## src/rtl/mips_mc_control_fsm_if.sv

```systemverilog
// Control bundle between the multicycle MIPS datapath and its controller FSM.
//   Datapath -> FSM : op[5:0], funct[5:0], zero
//   FSM -> datapath : i_or_d, ir_write, mem_write, reg_write, reg_dst, mem_to_reg,
//                     alu_src_a, alu_src_b[1:0], alu_control[2:0], pc_src[1:0], pc_en,
//                     state[3:0] (debug)
// master: datapath side, slave: controller side.
interface mips_mc_control_fsm_if;
  logic [5:0] op;
  logic [5:0] funct;
  logic       zero;
  logic       i_or_d;
  logic       ir_write;
  logic       mem_write;
  logic       reg_write;
  logic       reg_dst;
  logic       mem_to_reg;
  logic       alu_src_a;
  logic [1:0] alu_src_b;
  logic [2:0] alu_control;
  logic [1:0] pc_src;
  logic       pc_en;
  logic [3:0] state;

  modport master (
    output op, funct, zero,
    input  i_or_d, ir_write, mem_write, reg_write, reg_dst, mem_to_reg, alu_src_a,
           alu_src_b, alu_control, pc_src, pc_en, state
  );

  modport slave (
    input  op, funct, zero,
    output i_or_d, ir_write, mem_write, reg_write, reg_dst, mem_to_reg, alu_src_a,
           alu_src_b, alu_control, pc_src, pc_en, state
  );
endinterface

```

## src/rtl/mips_mc_control_fsm.sv

```systemverilog
// Multicycle MIPS controller (lw, sw, R-type, beq, addi, j).
// Ports:
//   clk   : rising-edge clock
//   reset : asynchronous active-high reset, forces FETCH
//   bus   : control bundle (slave side), see mips_mc_control_fsm_if
// Datapath controls are Moore outputs of the state; pc_en and alu_control
// also depend on zero and funct respectively.
module mips_mc_control_fsm (
  input logic                  clk,
  input logic                  reset,
  mips_mc_control_fsm_if.slave bus
);

  localparam logic [3:0] S_FETCH   = 4'd0;
  localparam logic [3:0] S_DECODE  = 4'd1;
  localparam logic [3:0] S_MEMADR  = 4'd2;
  localparam logic [3:0] S_MEMRD   = 4'd3;
  localparam logic [3:0] S_MEMWB   = 4'd4;
  localparam logic [3:0] S_MEMWR   = 4'd5;
  localparam logic [3:0] S_EXECUTE = 4'd6;
  localparam logic [3:0] S_ALUWB   = 4'd7;
  localparam logic [3:0] S_BRANCH  = 4'd8;
  localparam logic [3:0] S_ADDIEX  = 4'd9;
  localparam logic [3:0] S_ADDIWB  = 4'd10;
  localparam logic [3:0] S_JUMP    = 4'd11;

  localparam logic [5:0] OP_RTYPE = 6'b000000;
  localparam logic [5:0] OP_LW    = 6'b100011;
  localparam logic [5:0] OP_SW    = 6'b101011;
  localparam logic [5:0] OP_BEQ   = 6'b000100;
  localparam logic [5:0] OP_ADDI  = 6'b001000;
  localparam logic [5:0] OP_J     = 6'b000010;

  logic [3:0] r_state;
  logic [3:0] w_next;

  logic       w_i_or_d, w_ir_write, w_mem_write, w_reg_write;
  logic       w_reg_dst, w_mem_to_reg, w_alu_src_a;
  logic [1:0] w_alu_src_b, w_pc_src, w_alu_op;
  logic       w_pc_write, w_branch;
  logic [2:0] w_alu_control;

  always_ff @(posedge clk or posedge reset) begin
    if (reset) r_state <= S_FETCH;
    else       r_state <= w_next;
  end

  always_comb begin
    w_next = S_FETCH;
    case (r_state)
      S_FETCH:   w_next = S_DECODE;
      S_DECODE: begin
        case (bus.op)
          OP_LW, OP_SW: w_next = S_MEMADR;
          OP_RTYPE:     w_next = S_EXECUTE;
          OP_BEQ:       w_next = S_BRANCH;
          OP_ADDI:      w_next = S_ADDIEX;
          OP_J:         w_next = S_JUMP;
          default:      w_next = S_FETCH;
        endcase
      end
      S_MEMADR: begin
        if (bus.op == OP_LW)      w_next = S_MEMRD;
        else if (bus.op == OP_SW) w_next = S_MEMWR;
        else                      w_next = S_FETCH;
      end
      S_MEMRD:   w_next = S_MEMWB;
      S_EXECUTE: w_next = S_ALUWB;
      S_ADDIEX:  w_next = S_ADDIWB;
      default:   w_next = S_FETCH;
    endcase
  end

  always_comb begin
    w_i_or_d     = 1'b0;
    w_ir_write   = 1'b0;
    w_mem_write  = 1'b0;
    w_reg_write  = 1'b0;
    w_reg_dst    = 1'b0;
    w_mem_to_reg = 1'b0;
    w_alu_src_a  = 1'b0;
    w_alu_src_b  = 2'b00;
    w_pc_src     = 2'b00;
    w_alu_op     = 2'b00;
    w_pc_write   = 1'b0;
    w_branch     = 1'b0;
    case (r_state)
      S_FETCH: begin
        w_ir_write  = 1'b1;
        w_pc_write  = 1'b1;
        w_alu_src_b = 2'b01;
      end
      S_DECODE: w_alu_src_b = 2'b11;
      S_MEMADR, S_ADDIEX: begin
        w_alu_src_a = 1'b1;
        w_alu_src_b = 2'b10;
      end
      S_MEMRD: w_i_or_d = 1'b1;
      S_MEMWR: begin
        w_i_or_d    = 1'b1;
        w_mem_write = 1'b1;
      end
      S_MEMWB: begin
        w_reg_write  = 1'b1;
        w_mem_to_reg = 1'b1;
      end
      S_EXECUTE: begin
        w_alu_src_a = 1'b1;
        w_alu_op    = 2'b10;
      end
      S_ALUWB: begin
        w_reg_write = 1'b1;
        w_reg_dst   = 1'b1;
      end
      S_ADDIWB: w_reg_write = 1'b1;
      S_BRANCH: begin
        w_alu_src_a = 1'b1;
        w_alu_op    = 2'b01;
        w_pc_src    = 2'b01;
        w_branch    = 1'b1;
      end
      S_JUMP: begin
        w_pc_src   = 2'b10;
        w_pc_write = 1'b1;
      end
      default: ;
    endcase
  end

  always_comb begin
    w_alu_control = 3'b010;
    case (w_alu_op)
      2'b01: w_alu_control = 3'b110;
      2'b10: begin
        case (bus.funct)
          6'b100010: w_alu_control = 3'b110;
          6'b100100: w_alu_control = 3'b000;
          6'b100101: w_alu_control = 3'b001;
          6'b101010: w_alu_control = 3'b111;
          default:   w_alu_control = 3'b010;
        endcase
      end
      default: w_alu_control = 3'b010;
    endcase
  end

  // Write enables are masked by reset itself so nothing commits while it is held,
  // even in the delta before the state register reaches FETCH.
  assign bus.i_or_d      = w_i_or_d;
  assign bus.ir_write    = w_ir_write & ~reset;
  assign bus.mem_write   = w_mem_write & ~reset;
  assign bus.reg_write   = w_reg_write & ~reset;
  assign bus.reg_dst     = w_reg_dst;
  assign bus.mem_to_reg  = w_mem_to_reg;
  assign bus.alu_src_a   = w_alu_src_a;
  assign bus.alu_src_b   = w_alu_src_b;
  assign bus.pc_src      = w_pc_src;
  assign bus.alu_control = w_alu_control;
  assign bus.pc_en       = (w_pc_write | (w_branch & bus.zero)) & ~reset;
  assign bus.state       = r_state;

endmodule
```

## src/flat_wrapper.sv

```systemverilog
// flat-port wrapper written by rule: the top's interface ports become plain ports
module mips_mc_control_fsm_flat 
  (clk, reset, bus_op, bus_funct, bus_zero, bus_i_or_d, bus_ir_write, bus_mem_write, bus_reg_write, bus_reg_dst, bus_mem_to_reg, bus_alu_src_a, bus_alu_src_b, bus_alu_control, bus_pc_src, bus_pc_en, bus_state);
  mips_mc_control_fsm_if bus_i ();
  input logic clk;
  input logic reset;
  input wire logic [$bits(bus_i.op)-1:0] bus_op;
  input wire logic [$bits(bus_i.funct)-1:0] bus_funct;
  input wire logic [$bits(bus_i.zero)-1:0] bus_zero;
  output wire logic [$bits(bus_i.i_or_d)-1:0] bus_i_or_d;
  output wire logic [$bits(bus_i.ir_write)-1:0] bus_ir_write;
  output wire logic [$bits(bus_i.mem_write)-1:0] bus_mem_write;
  output wire logic [$bits(bus_i.reg_write)-1:0] bus_reg_write;
  output wire logic [$bits(bus_i.reg_dst)-1:0] bus_reg_dst;
  output wire logic [$bits(bus_i.mem_to_reg)-1:0] bus_mem_to_reg;
  output wire logic [$bits(bus_i.alu_src_a)-1:0] bus_alu_src_a;
  output wire logic [$bits(bus_i.alu_src_b)-1:0] bus_alu_src_b;
  output wire logic [$bits(bus_i.alu_control)-1:0] bus_alu_control;
  output wire logic [$bits(bus_i.pc_src)-1:0] bus_pc_src;
  output wire logic [$bits(bus_i.pc_en)-1:0] bus_pc_en;
  output wire logic [$bits(bus_i.state)-1:0] bus_state;
  assign bus_i.op = bus_op;
  assign bus_i.funct = bus_funct;
  assign bus_i.zero = bus_zero;
  assign bus_i_or_d = bus_i.i_or_d;
  assign bus_ir_write = bus_i.ir_write;
  assign bus_mem_write = bus_i.mem_write;
  assign bus_reg_write = bus_i.reg_write;
  assign bus_reg_dst = bus_i.reg_dst;
  assign bus_mem_to_reg = bus_i.mem_to_reg;
  assign bus_alu_src_a = bus_i.alu_src_a;
  assign bus_alu_src_b = bus_i.alu_src_b;
  assign bus_alu_control = bus_i.alu_control;
  assign bus_pc_src = bus_i.pc_src;
  assign bus_pc_en = bus_i.pc_en;
  assign bus_state = bus_i.state;
  mips_mc_control_fsm u_core (.clk(clk), .reset(reset), .bus(bus_i));
endmodule
```

## config.mk

```make
export PLATFORM = sky130hd
export DESIGN_NAME = mips_mc_control_fsm_flat
export DESIGN_NICKNAME = d
export VERILOG_FILES = /design/src/rtl/mips_mc_control_fsm_if.sv /design/src/rtl/mips_mc_control_fsm.sv /design/src/flat_wrapper.sv
export SDC_FILE = /design/constraint.sdc
export NUM_CORES = 1
export LEC_CHECK = 0
export ABC_CLOCK_PERIOD_IN_PS = 2000
export CAP_MARGIN = 40
export CORE_MARGIN = 2
export CORE_UTILIZATION = 36
export DETAILED_ROUTE_END_ITERATION = 6
export HOLD_SLACK_MARGIN = 0.02
export MAX_ROUTING_LAYER = met4
export PLACE_DENSITY = 0.75
export SYNTH_ARGS = -nofsm -noshare
export SYNTH_HDL_FRONTEND = slang
export SYNTH_SLANG_ARGS = --single-unit
```

## constraint.sdc

```tcl
create_clock -name clk -period 2 [get_ports clk]
set_input_delay 0.4 -clock clk [delete_from_list [all_inputs] [get_ports clk]]
set_output_delay 0.4 -clock clk [all_outputs]
set_load 0.02 [all_outputs]
```

==> results by group <==
Die
  • Starting Density: 38.3%
  • Core area: 1490 sq um
  • Die height: 43.8 um
  • Total die area: 1920 sq um
  • Die span in x: 43.8 um
  • I/O Pins: 34
  • # rows: 14

CTS
  • CTS tree: built
  • Root buf cell: clkbuf_4
  • Worst skew pair latency: 0.25 ns
  • Htree depth: 1
  • Bufs on Longest Clock Path: 2
  • Hold_buf cts: 0
  • Clock sink count: 4
  • Clk pin slew, worst setup/hold paths: 0.04 ns
  • Cts bufs inserted: 3

Setup path
  • CP endpoint kind: output port
  • CP Class: reg2out
  • CP required: 1.60 ns
  • R2r startpoint: u_core.bus.state[0]
  • Worst R2R Setup Slack: 0.59 ns
  • R2R Path End: u_core.bus.state[1]
  • R2R depth: 7
  • Crit path max fanout: 3
  • CP Data Arrival Time: 1.75 ns
  • Critical path startpoint category: flop

Global route
  • Vias in the first global route: 777
  • Total grt overflow: 0
  • Largest net degree at the start of global routing: 14
  • Total track usage: 23.4%
  • Global-route wire length before repair: 3240 um
  • Initial antenna violation count: 0

Timing
  • Slew headroom: 73.4%
  • RSZ-0062 raised after global routing: yes
  • Final hold viol count: 0
  • FMAX: 465 MHz
  • Minimum hold slack: 0.546 ns
  • Slew Viols, Final: 0
  • Clk_skew: 0.00129 ns
  • Setup Viol. Count Final: 3
  • Worst-margin pin slew: 0.394 ns
  • Setup ws final: -0.149 ns
  • Final worst path period need: 2.15 ns
  • Tcrit/Tclk final: 107%

Job
  • Max-cap violations: 0

Finish
  • Final nets: 154
  • N_diodes: 0
  • Max reg flops: 4
  • Most frequent cells in the layout: clkdlybuf4s50_1, buf_4, buf_6
  • Ratio of cells with drive above 1 in the final layout: 39.3%
  • Post-Layout Inst Area: 1180 sq um
  • Most common cell after layout, fill and taps aside: clkdlybuf4s50_1
  • Fillers: 114
  • Area grow syn2layout: 106%

Synth
  • Syn_nets: 99
  • Synth Cell Area: 571 sq um
  • Synthesized area per cell: 7.04 sq um
  • Sequential share of the synthesized area: 17.5%
  • Synthesis Warnings: 0
  • Mapped Cells: 81
  • Synth cell types: 31
  • Synth Register Bits: 4

Pwr
  • Pleak: 0.524 nW
  • Worst vdd ir: 0.407 mV
  • Pwr/cell area: 729 nW/um^2

Place
  • Final Wtd Congestion: 0.861
  • Post-Place Setup Slack: -0.539 ns
  • HPWL after DPL: 1450 um
  • Cell area after placement: 1050 sq um
  • Port buffer count: 33

Outcome
  • Failing checks: setup timing
  • Outcome: finished with violations

Hold path
  • Hold Crit Class: in2async

Drt
  • 1st-pass router iterations: 4
  • Via density: 5.39
  • Drt wl/cell: 13.4 um
  • DR iter-0 viols: 14
  • DRT antenna net count: 0
  • Via count: 814
  • DRC: 0
  • WL final: 2020 um
power by group:
group	internal, mW	leakage [nW]	switching, mW
registers	0.100	0.0500	0.0160
logic	0.304	0.459	0.316
clock network	0.0757	0.0150	0.0457
total	0.480	0.524	0.378
critical path, stage by stage, from the launching register on:
cell and delay, ns:
dfrtp_1 0.40, and4bb_2 0.37, buf_6 0.12, ha_4 0.12, inv_2 0.05, nor4_4 0.16
o21a_2 0.18, buf_6 0.11
cell families (layout without fill, tap and decap cells):
| group | count (synthesis) | count (layout) | share of synthesized area [%] |
|---|---|---|---|
| AND/OR/NAND/NOR | 41 | 41 | 40.4 |
| XOR/XNOR | 4 | 4 | 6.14 |
| AO/OA/AOI/OAI | 18 | 18 | 20.2 |
| buffers and inverters | 10 | 64 | 7.46 |
| flip-flops | 4 | 4 | 17.5 |
| multiplexers | 1 | 1 | 1.75 |
| adder cells (fa/ha/maj) | 3 | 3 | 6.58 |
how the worst max path moves through the flow:
stage                        startpoint            endpoint  slack (ns)
detailed placement         bus_funct[5]  bus_alu_control[0]       -0.54
finish              u_core.bus.state[3]  bus_alu_control[2]       -0.15
CTS                 u_core.bus.state[2]  bus_alu_control[0]       -0.16
global route        u_core.bus.state[3]  bus_alu_control[0]       -0.22
global placement           bus_funct[4]  bus_alu_control[0]       -0.44
floorplan           u_core.bus.state[3]  bus_alu_control[1]        0.01
cells in the mapped netlist:
master	count	share of area, %
a32o_1	1	1.8
xor2_1	3	4.6
buf_2	4	3.5
nor4b_1	1	1.5
a211oi_1	1	1.3
nor4_1	1	1.1
nor3b_2	1	2.2
inv_1	6	3.9
or3_1	1	1.1
nand4_1	2	2.2
o211ai_1	1	1.3
dfrtp_1	4	18
mux2i_1	1	1.8
and3b_1	1	1.5
nand3_1	2	1.8
nor3_1	5	4.4
nor2_1	7	4.6
and3_1	3	3.3
ha_1	3	6.6
o21ai_0	4	3.5
o21ai_1	2	1.8
a21oi_1	4	3.5
o21a_1	1	1.3
nand2b_1	5	5.5
nand2_1	7	4.6
o311ai_1	2	3.1
xnor2_1	1	1.5
o2111ai_1	1	1.5
o22ai_1	1	1.1
and4bb_2	1	2.2
nor2b_1	4	4.4
repair_timing:
action / 4_1_cts / 5_1_grt
pin swaps: 6 / 2
gates resized for setup: 69 / 14
endpoints found under the setup margin: 15 / 9
buffers inserted: 2 / 0
per-layer routing:
layer	part of all wire (%)	up-vias	GRT usage [%]
met5	0	-	-
met4	1.3	0	9.09
met3	7.0	5	3.75
met2	55	32	46.5
met1	37	377	21.5
li1	-	400	-
metrics by stage:
step	power [mW]	setup TNS, ns	utilization [%]	cells
final	0.858	-0.417	79.0	151
after global routing	0.895	-0.623	79.0	151
after CTS	0.846	-0.388	78.6	151
after detailed placement	0.701	-2.38	70.8	145
after global placement	0.698	-2.04	70.8	145
after floorplan	0.406	0	-	81
layout make-up:
| class | instances | area (sq um) | area share (%) |
|---|---|---|---|
| tap | 16 | 20.0 | 1.70 |
| inverter | 6 | 22.5 | 1.91 |
| sequential | 4 | 103 | 8.72 |
| timing repair buffer | 54 | 483 | 41.1 |
| multi-input combinational | 67 | 522 | 44.4 |
| clock buffer | 4 | 26.3 | 2.23 |
Note: power is estimated with default switching activity, not from simulation.
